--- src/rtl/demux_rr_dispatcher_if.sv ---
// Bundle of the producer-side stream, the per-channel consumer streams and the
// dispatcher status signals.
//   in_valid/in_ready/in_data : single producer stream
//   chan_en                   : per-channel eligibility mask
//   out_valid/out_ready       : per-channel consumer handshake
//   out_data                  : held word, broadcast to every channel
//   cur_sel/busy              : target index of the held word, holding stage occupied
// Modport master is the dispatcher side; slave is the surrounding producer/consumer side.
interface demux_rr_dispatcher_if #(
   parameter int unsigned OUTPUTS    = 8,
   parameter int unsigned SEL_BITS   = $clog2(OUTPUTS),
   parameter int unsigned DATA_WIDTH = 8
);
   logic                  in_valid;
   logic                  in_ready;
   logic [DATA_WIDTH-1:0] in_data;
   logic [OUTPUTS-1:0]    chan_en;
   logic [OUTPUTS-1:0]    out_valid;
   logic [OUTPUTS-1:0]    out_ready;
   logic [DATA_WIDTH-1:0] out_data;
   logic [SEL_BITS-1:0]   cur_sel;
   logic                  busy;

   modport master (
      input  in_valid, in_data, chan_en, out_ready,
      output in_ready, out_valid, out_data, cur_sel, busy
   );

   modport slave (
      output in_valid, in_data, chan_en, out_ready,
      input  in_ready, out_valid, out_data, cur_sel, busy
   );
endinterface

--- src/rtl/demux_rr_dispatcher.sv ---
// Round-robin dispatcher: takes one valid/ready stream and hands successive words to
// OUTPUTS consumer channels in rotation, skipping channels whose chan_en bit is clear.
// One word is held in a registered stage; accept-while-draining keeps 1 word/cycle.
//   clk, rst_n : clock, asynchronous active-low reset
//   bus        : demux_rr_dispatcher_if.master (input stream, channel streams, status)
module demux_rr_dispatcher #(
   parameter int unsigned OUTPUTS    = 8,
   parameter int unsigned SEL_BITS   = $clog2(OUTPUTS),
   parameter int unsigned DATA_WIDTH = 8
) (
   input logic                   clk,
   input logic                   rst_n,
   demux_rr_dispatcher_if.master bus
);

   localparam logic [SEL_BITS-1:0] LastSel = SEL_BITS'(OUTPUTS - 1);

   typedef enum logic [0:0] {StEmpty, StHold} state_e;

   state_e                state_q, state_d;
   logic [SEL_BITS-1:0]   sel_q, sel_d;
   logic [SEL_BITS-1:0]   ptr_q, ptr_d;
   logic [DATA_WIDTH-1:0] data_q, data_d;
   logic [SEL_BITS-1:0]   start;
   logic [SEL_BITS-1:0]   target;
   logic                  full, any_en, drain, accept;

   // Increment with wrap at OUTPUTS-1 so non-power-of-2 counts never reach index OUTPUTS.
   function automatic logic [SEL_BITS-1:0] wrap_inc(input logic [SEL_BITS-1:0] v);
      return (v == LastSel) ? '0 : v + SEL_BITS'(1);
   endfunction

   assign full   = (state_q == StHold);
   assign any_en = |bus.chan_en;
   assign drain  = full && bus.out_ready[sel_q];
   assign accept = bus.in_valid && bus.in_ready;

   assign bus.in_ready = any_en && (!full || bus.out_ready[sel_q]);
   assign bus.out_data = data_q;
   assign bus.cur_sel  = sel_q;
   assign bus.busy     = full;

   // out_valid comes only from registered state, never from out_ready.
   always_comb begin
      bus.out_valid = '0;
      if (full) bus.out_valid[sel_q] = 1'b1;
   end

   // First enabled channel scanning upward from the pointer; on a same-cycle drain the
   // scan starts just past the draining channel.
   always_comb begin
      logic [SEL_BITS-1:0] idx;
      logic                found;
      start  = drain ? wrap_inc(sel_q) : ptr_q;
      target = start;
      found  = 1'b0;
      idx    = start;
      for (int unsigned i = 0; i < OUTPUTS; i++) begin
         if (!found && bus.chan_en[idx]) begin
            found  = 1'b1;
            target = idx;
         end
         idx = wrap_inc(idx);
      end
   end

   always_comb begin
      state_d = state_q;
      sel_d   = sel_q;
      ptr_d   = ptr_q;
      data_d  = data_q;
      if (drain) ptr_d = wrap_inc(sel_q);
      if (accept) begin
         sel_d  = target;
         data_d = bus.in_data;
      end
      case (state_q)
         StEmpty: if (accept) state_d = StHold;
         StHold:  if (drain && !accept) state_d = StEmpty;
         default: state_d = StEmpty;
      endcase
   end

   always_ff @(posedge clk or negedge rst_n) begin
      if (!rst_n) begin
         state_q <= StEmpty;
         sel_q   <= '0;
         ptr_q   <= '0;
         data_q  <= '0;
      end else begin
         state_q <= state_d;
         sel_q   <= sel_d;
         ptr_q   <= ptr_d;
         data_q  <= data_d;
      end
   end

endmodule

--- src/flat_wrapper.sv ---
// flat-port wrapper written by rule: the top's interface ports become plain ports
module demux_rr_dispatcher_flat 
#(
   parameter int unsigned OUTPUTS    = 8,
   parameter int unsigned SEL_BITS   = $clog2(OUTPUTS),
   parameter int unsigned DATA_WIDTH = 8
)
  (clk, rst_n, bus_in_valid, bus_in_data, bus_chan_en, bus_out_ready, bus_in_ready, bus_out_valid, bus_out_data, bus_cur_sel, bus_busy);
  demux_rr_dispatcher_if #(.OUTPUTS(OUTPUTS), .SEL_BITS(SEL_BITS), .DATA_WIDTH(DATA_WIDTH)) bus_i ();
  input logic clk;
  input logic rst_n;
  input wire logic [$bits(bus_i.in_valid)-1:0] bus_in_valid;
  input wire logic [$bits(bus_i.in_data)-1:0] bus_in_data;
  input wire logic [$bits(bus_i.chan_en)-1:0] bus_chan_en;
  input wire logic [$bits(bus_i.out_ready)-1:0] bus_out_ready;
  output wire logic [$bits(bus_i.in_ready)-1:0] bus_in_ready;
  output wire logic [$bits(bus_i.out_valid)-1:0] bus_out_valid;
  output wire logic [$bits(bus_i.out_data)-1:0] bus_out_data;
  output wire logic [$bits(bus_i.cur_sel)-1:0] bus_cur_sel;
  output wire logic [$bits(bus_i.busy)-1:0] bus_busy;
  assign bus_i.in_valid = bus_in_valid;
  assign bus_i.in_data = bus_in_data;
  assign bus_i.chan_en = bus_chan_en;
  assign bus_i.out_ready = bus_out_ready;
  assign bus_in_ready = bus_i.in_ready;
  assign bus_out_valid = bus_i.out_valid;
  assign bus_out_data = bus_i.out_data;
  assign bus_cur_sel = bus_i.cur_sel;
  assign bus_busy = bus_i.busy;
  demux_rr_dispatcher #(.OUTPUTS(OUTPUTS), .SEL_BITS(SEL_BITS), .DATA_WIDTH(DATA_WIDTH)) u_core (.clk(clk), .rst_n(rst_n), .bus(bus_i));
endmodule
--- config.mk ---
export PLATFORM = sky130hd
export DESIGN_NAME = demux_rr_dispatcher_flat
export DESIGN_NICKNAME = d
export VERILOG_FILES = /design/src/rtl/demux_rr_dispatcher_if.sv /design/src/rtl/demux_rr_dispatcher.sv /design/src/flat_wrapper.sv
export SDC_FILE = /design/constraint.sdc
export NUM_CORES = 1
export LEC_CHECK = 0
export CAP_MARGIN = 20
export CORE_ASPECT_RATIO = 0.5
export CORE_MARGIN = 5
export CORE_UTILIZATION = 47
export CTS_CLUSTER_DIAMETER = 150
export DETAILED_ROUTE_END_ITERATION = 16
export PLACE_DENSITY = 0.85
export SLEW_MARGIN = 20
export SYNTH_ARGS = -nofsm -noshare
export SYNTH_HDL_FRONTEND = slang
export SYNTH_SLANG_ARGS = --single-unit
--- constraint.sdc ---
create_clock -name clk -period 4.8 [get_ports clk]
set_input_delay 0.48 -clock clk [delete_from_list [all_inputs] [get_ports clk]]
set_output_delay 0.48 -clock clk [all_outputs]
set_load 0.03 [all_outputs]
==> out/qor.yml, run 1 <==
status:
  status: "complete, no violations"
logic_synthesis:
  synthAdderAreaFrac_pct: 2.24
  syn_avg_cell_area_sq_um: 7.95
  synth_area_leaders: "dfrtp_1 (17%), nand2_1 (8.9%), mux2i_1 (5.8%), a21oi_1 (3.8%), a2111oi_4 (3.7%)"
  synth_xor_xnor_area_share_pct: 1.12
  synth_cells: 281
  synth-async-reset-ratio_pct: 100
  synth_top_family_by_area: "compound AO/OA/AOI/OAI gates"
  synthMuxAreaShare_pct: 13.8
  ys_ff_latch: 15
  yosysUniqueCellTypes: 67
  synth-compound-area-share_pct: 35.2
  ys.flop_type: "dfrtp_1"
  ys_seq_area_share_pct: 16.8
  syn_nets: 312
  ys_warn_count: 0
  syn_area_sq_mm: 0.00223
  synth_largest_area_cell: "dfrtp_1"
  synth_edf_count: 0
  synthSimpleGateAreaFrac_pct: 24.9
  synth_top_area_share_pct: 16.8
sta:
  tightest_slew_ns: 0.688
  fmax_mhz: 216
  period_share_pct: 96.5
  hold_viol_final: 0
  final.min_clock_period_ns: 4.63
  drv_slew: 0
  rsz0062_at_grt: "no"
  relSlewSlack_pct: 53.9
  finalSetupViolations: 0
  holdWs_ns: 0.476
  skew_ns: 0.00383
placed_design:
  place_congestion: 0.961
  place_area_sq_mm: 0.00296
  dp.final_hpwl_um: 6450
  port_buffers: 47
  dp.cells: 411
floorplan:
  boundaryPins: 48
  fp.dieArea_sq_mm: 0.00631
  initial_core_util_pct: 49.8
  rows: 17
  die_w_um: 107
  die_h_um: 58.7
  core_area_sq_mm: 0.00449
global_route:
  grt_max_degree: 16
  met2_usage_pct: 42.3
  overflow: 0
  grt_use_met1_pct: 34.1
  grt_antenna_before_repair: 0
  grt_pass1_wl_um: 12600
  grt_use_total_pct: 25.1
  grt.busiest_layer: "met2"
  grt_pass1_vias: 2488
  use_met3_pct: 3.72
cells_and_area:
  drive_gt1_share_pct: 21.7
  design_area_sq_mm: 0.00303
  final_util_pct: 67.4
  area_growth_pct: 35.5
  fin_cells: 417
  num-nets-final: 383
  diodes: 0
  fillers: 374
routing:
  drtIter0Drc: 371
  vias: 2585
  viasPerCell: 6.20
  routed_wl_um: 8010
  post_drt_wl_per_cell_um: 19.2
  drc: 0
  drtAntennaViolNets: 0
  dr.pass1.iters: 5
cts:
  numCtsBuffers: 3
  cts_tree: "done"
  clk_pin_slew_worst_paths_ns: 0.06
  clock-root-buffer: "clkbuf_8"
  ctsHtreeMaxLevel: 1
  clk_latency_ns: 0.24
  cts_max_path_buffers: 2
  clock-sinks: 15
critical_path:
  critical_path.max_fanout: 6
  cp_data_arrival_time_ns: 4.79
  crit_type: "input port to flip-flop"
  worstPathRequired_ns: 4.96
  start_kind: "input port"
  end_kind: "flip-flop"
flow_run:
  maxCapViolations: 0
hold_path:
  hp-class: "flip-flop to flip-flop"
-- repair_timing --
action / 4_1_cts / 5_1_grt
gates resized for setup: 0 / 2
setup buffers: 0 / 2
hold buffers: 0 / 0
endpoints found under the setup margin: 0 / 3
-- layout by cell type (no fill, tap or decap), drive strengths merged, types with 3 or more instances in the layout --
master	instances
nand2	53
clkdlybuf4s50	47
buf	36
nor2	21
a21oi	18
mux2i	17
dfrtp	15
o21ai	10
nand3	9
nor3	9
inv	9
o211ai	8
o22ai	7
o31ai	6
nand2b	5
nor4	5
mux2	5
a2111oi	5
o21a	5
ha	4
o2111a	4
a211oi	4
clkbuf	4
a22oi	3
nor2b	3
o2111ai	3
or3	3
nand4	3
a21boi	3
and3	3
-- synth_stat cells, drive strengths merged (4+ instances only) --
library cell and count:
nand2 53, nor2 21, a21oi 18, mux2i 17, dfrtp 15, clkbuf 11
o21ai 10, inv 9, nand3 9, nor3 9, o211ai 8, o22ai 7
buf 6, o31ai 6, a2111oi 5, mux2 5, nand2b 5, nor4 5
o21a 5, a211oi 4, ha 4, o2111a 4
-- registers in the layout (all words and copies together), names as in the netlist --
signal / cells
u_core.bus.busy: 1
u_core.bus.cur_sel: 3
u_core.bus.out_data: 8
u_core.ptr_q: 3
-- critical path, stage by stage --
cell and delay, ns:
clkdlybuf4s50_1 0.48, mux2i_2 0.09, o22ai_4 0.29, o21a_4 0.19
mux2i_4 0.23, inv_2 0.05, ha_1 0.18, ha_1 0.23
buf_4 0.15, clkinv_2 0.05, o211ai_1 0.26, a21oi_1 0.54
o31ai_1 0.12, a31oi_1 0.26, nand3_1 0.19, or4_4 0.61
and3_4 0.19, o31ai_2 0.19
-- final timing paths --
path | start | to | slack, ns | cells after the start
worst max register to register | u_core.bus.cur_sel[0]$_DFFE_PN0P_ | u_core.bus.cur_sel[0]$_DFFE_PN0P_ | 0.20 | 19
worst max-delay path | bus_out_ready[4] | u_core.bus.cur_sel[0]$_DFFE_PN0P_ | 0.17 | 18
min in group asynchronous | rst_n | u_core.ptr_q[1]$_DFF_PN0_ | 0.64 | 1
worst min-delay path | u_core.bus.out_data[5]$_DFFE_PN0P_ | u_core.bus.out_data[5]$_DFFE_PN0P_ | 0.48 | 2
worst min register to register | u_core.bus.out_data[5]$_DFFE_PN0P_ | u_core.bus.out_data[5]$_DFFE_PN0P_ | 0.48 | 2
max in group asynchronous | rst_n | u_core.bus.cur_sel[0]$_DFFE_PN0P_ | 3.69 | 1
-- routing by layer --
| layer | part of all wire [%] | routed length, um | vias up |
|---|---|---|---|
| met3 | 9.8 | 786 | 20 |
| met2 | 45 | 3620 | 132 |
| li1 | - | - | 1206 |
| met4 | 2.0 | 161 | 0 |
| met1 | 43 | 3450 | 1227 |
| met5 | 0 | 0 | - |
-- cell type report --
cell class	instances	area, sq um	share of cell area, %
timing repair buffer	83	741	24.5
inverter	11	45.0	1.49
clock buffer	4	45.0	1.49
tap	66	82.6	2.73
multi-input combinational	238	1740	57.4
sequential	15	377	12.4
-- logic make-up after synthesis --
family | count (synthesis)
muxes | 24
DFF | 15
xor gates and xnor gates | 2
AOI/OAI and AO/OA | 90
and+or+nand+nor | 118
adders and majority gates | 4
buffers and inverters | 28
-- stage by stage --
step                      TNS, ns  worst slack (ns)
after detailed placement  -0.0638           -0.0638
after global placement          0             0.120
final                           0             0.168
after CTS                       0            0.0847
after floorplan                 0           0.00873
after global routing            0           0.00500
Power of run 1 is left out: the tool's default activity adds up to more than one toggle a clock period on the data nets, which glitch-free logic cannot reach.
==> inputs of run 2 (changes only) <==
--- a/config.mk
+++ b/config.mk
@@ -11,7 +11,9 @@
 export CORE_UTILIZATION = 47
 export CTS_CLUSTER_DIAMETER = 150
 export DETAILED_ROUTE_END_ITERATION = 16
+export GPL_TIMING_DRIVEN = 0
 export PLACE_DENSITY = 0.85
+export REMOVE_ABC_BUFFERS = 1
 export SLEW_MARGIN = 20
 export SYNTH_ARGS = -nofsm -noshare
 export SYNTH_HDL_FRONTEND = slang
==> run 2 against run 1 <==
- setup slack worse by 0.13 ns
- worst hold slack hardly changed
- core utilization is 3.7 points lower
- sequential share of layout area is 0.72 points higher
- fmax is 2.8% lower
- via count is 2.3% lower
- count of clock-buffer cells in the layout stayed put
==> out/qor.yml, run 2 (synthesized netlist as in run 1, its figures left out) <==
status:
  status: "complete, no violations"
floorplan:
  die_w_um: 107  # unchanged
  core_area_sq_mm: 0.00449  # unchanged
  boundaryPins: 48  # unchanged
  fp.dieArea_sq_mm: 0.00631  # unchanged
  rows: 17  # unchanged
  initial_core_util_pct: 49.8  # unchanged
  die_h_um: 58.7  # unchanged
cells_and_area:
  final_common_cell: "nand2_1"
  diodes: 0  # unchanged
  multi_input_area_sq_mm: 0.00179  # +2.9%
  fillers: 394  # +5.3%
  final_cell_mix: "nand2_1 (52), clkdlybuf4s50_1 (47), nor2_1 (20)"
  fin_cells: 388  # -7.0%
  largest_reg_flops: 8  # unchanged
  area_growth_pct: 28.1
  regArea_sq_um: 377  # unchanged
  design_area_sq_mm: 0.00286  # -5.5%
  num-nets-final: 354  # -7.6%
  drive_gt1_share_pct: 15.8  # -5.8 points
critical_path:
  crit_type: "input port to flip-flop"
  critical_path.max_fanout: 13  # +7
  r2r-start: "u_core.bus.cur_sel[1]$_DFFE_PN0P_"
  start_kind: "input port"
  rrSetupSlack_ns: 0.06  # -0.14 ns
  cp_data_arrival_time_ns: 4.91  # +0.12 ns
  r2r_cells: 17  # -2
  worstPathRequired_ns: 4.95  # about the same
  rr_endpoint: "u_core.bus.cur_sel[0]$_DFFE_PN0P_"
  end_kind: "flip-flop"
global_route:
  overflow: 0  # unchanged
  grt_pass1_wl_um: 11500  # -8.9%
  grt_pass1_vias: 2348  # -5.6%
  grt_use_total_pct: 22.2  # -2.8 points
  use_met3_pct: 3.18  # -0.55 points
  grt_use_met1_pct: 29.6  # -4.5 points
  grt_max_degree: 16  # unchanged
  grt_antenna_before_repair: 0  # unchanged
  grt.busiest_layer: "met2"
  met2_usage_pct: 38.6  # -3.7 points
cts:
  cts_max_path_buffers: 2  # unchanged
  clock-sinks: 15  # unchanged
  clk_pin_slew_worst_paths_ns: 0.06  # about the same
  cts_tree: "done"
  clock-root-buffer: "clkbuf_8"
  numCtsBuffers: 3  # unchanged
  clk_latency_ns: 0.25  # about the same
  ctsHtreeMaxLevel: 1  # unchanged
routing:
  vias: 2526  # -2.3%
  drtIter0Drc: 337  # -9.2%
  viasPerCell: 6.51  # +5.0%
  dr.pass1.iters: 5  # unchanged
  post_drt_wl_per_cell_um: 18.6  # -3.2%
  drc: 0  # unchanged
  routed_wl_um: 7220  # -9.9%
  drtAntennaViolNets: 0  # unchanged
sta:
  skew_ns: 0.00386  # +0.0000338 ns
  holdWs_ns: 0.477  # +0.0000670 ns
  rsz0062_at_grt: "yes"
  tightest_slew_ns: 1.12  # +0.433 ns
  drv_slew: 0  # unchanged
  period_share_pct: 99.2  # +2.8 points
  hold_viol_final: 0  # unchanged
  fmax_mhz: 210  # -2.8%
  setup_ws_ns: 0.0364  # -0.132 ns
  final.min_clock_period_ns: 4.76  # +0.132 ns
  relSlewSlack_pct: 24.3  # -30 points
  finalSetupViolations: 0  # unchanged
placed_design:
  dp.cells: 377  # -8.3%
  preCtsSetupSlack_ns: -1.41  # -1.35 ns
  dp.final_hpwl_um: 5320  # -17%
  place_area_sq_mm: 0.00270  # -9.0%
  port_buffers: 47  # unchanged
  place_congestion: 0.957  # -0.41%
hold_path:
  hp-class: "flip-flop to flip-flop"
  min_path_cells: 2  # unchanged
  worstHoldEndpoint: "u_core.bus.out_data[5]$_DFFE_PN0P_"
  min_from: "u_core.bus.out_data[5]$_DFFE_PN0P_"
flow_run:
  maxCapViolations: 0  # unchanged
## run 2: cell count changes in the layout (fill, tap and decap cells not counted), sizes merged
cell / delta
buf: -29
## run 2: timing repair
action	in CTS	in global routing
pin swaps	2	1
setup buffers	7	0
hold buffers	0	0
resized for setup	12	3
setup endpoints to repair	3	3
## run 2: how the worst max path moves through the flow
stage / end / slack (ns) / start
after floorplan: u_core.bus.cur_sel[0]$_DFFE_PN0P_ / -0.35 / u_core.bus.cur_sel[0]$_DFFE_PN0P_
after global placement: u_core.bus.cur_sel[0]$_DFFE_PN0P_ / -1.30 / bus_out_ready[6]
after detailed placement: u_core.bus.cur_sel[0]$_DFFE_PN0P_ / -1.41 / bus_out_ready[5]
after CTS: u_core.bus.cur_sel[0]$_DFFE_PN0P_ / 0.05 / bus_out_ready[5]
after global routing: u_core.bus.cur_sel[0]$_DFFE_PN0P_ / -0.17 / bus_out_ready[4]
final: u_core.bus.cur_sel[0]$_DFFE_PN0P_ / 0.04 / bus_out_ready[5]
## run 2: layer usage
layer / routed length [um] / up-vias
met4: 119 / 0
met2: 3370 / 152
met5: 0 / -
li1: - / 1151
met3: 700 / 21
met1: 3030 / 1202
## run 2: final cells by class
cell class              instances  share of cell area [%]
multi-input cells             238                    62.4
repair buffers                 54                    18.3
flip-flops and latches         15                    13.2
well taps                      66                    2.89
inverters                      11                    1.66
clock buffers                   4                    1.57
## run 2: through the flow
step                setup TNS [ns]  util [%]
finish                           0      63.8
global route                -0.184      63.8
CTS                              0      63.3
detailed placement           -3.87      60.1
global placement             -3.60      60.1
floorplan                   -0.755         -
## run 2: worst max-delay path, cell delays in order
cell and delay [ns]:
clkdlybuf4s50_1 0.46, mux2i_1 0.10, o22ai_4 0.31, o21a_4 0.20, mux2i_4 0.31, inv_4 0.15, ha_4 0.19, ha_4 0.21
clkinv_2 0.13, o211ai_1 0.14, buf_4 0.19, a2111oi_4 0.41, a2111oi_4 0.13, nor4_4 0.33, nand2b_2 0.18, or4_4 0.57
and3_4 0.19, o31ai_2 0.22
Power of run 2 is left out for the same reason.
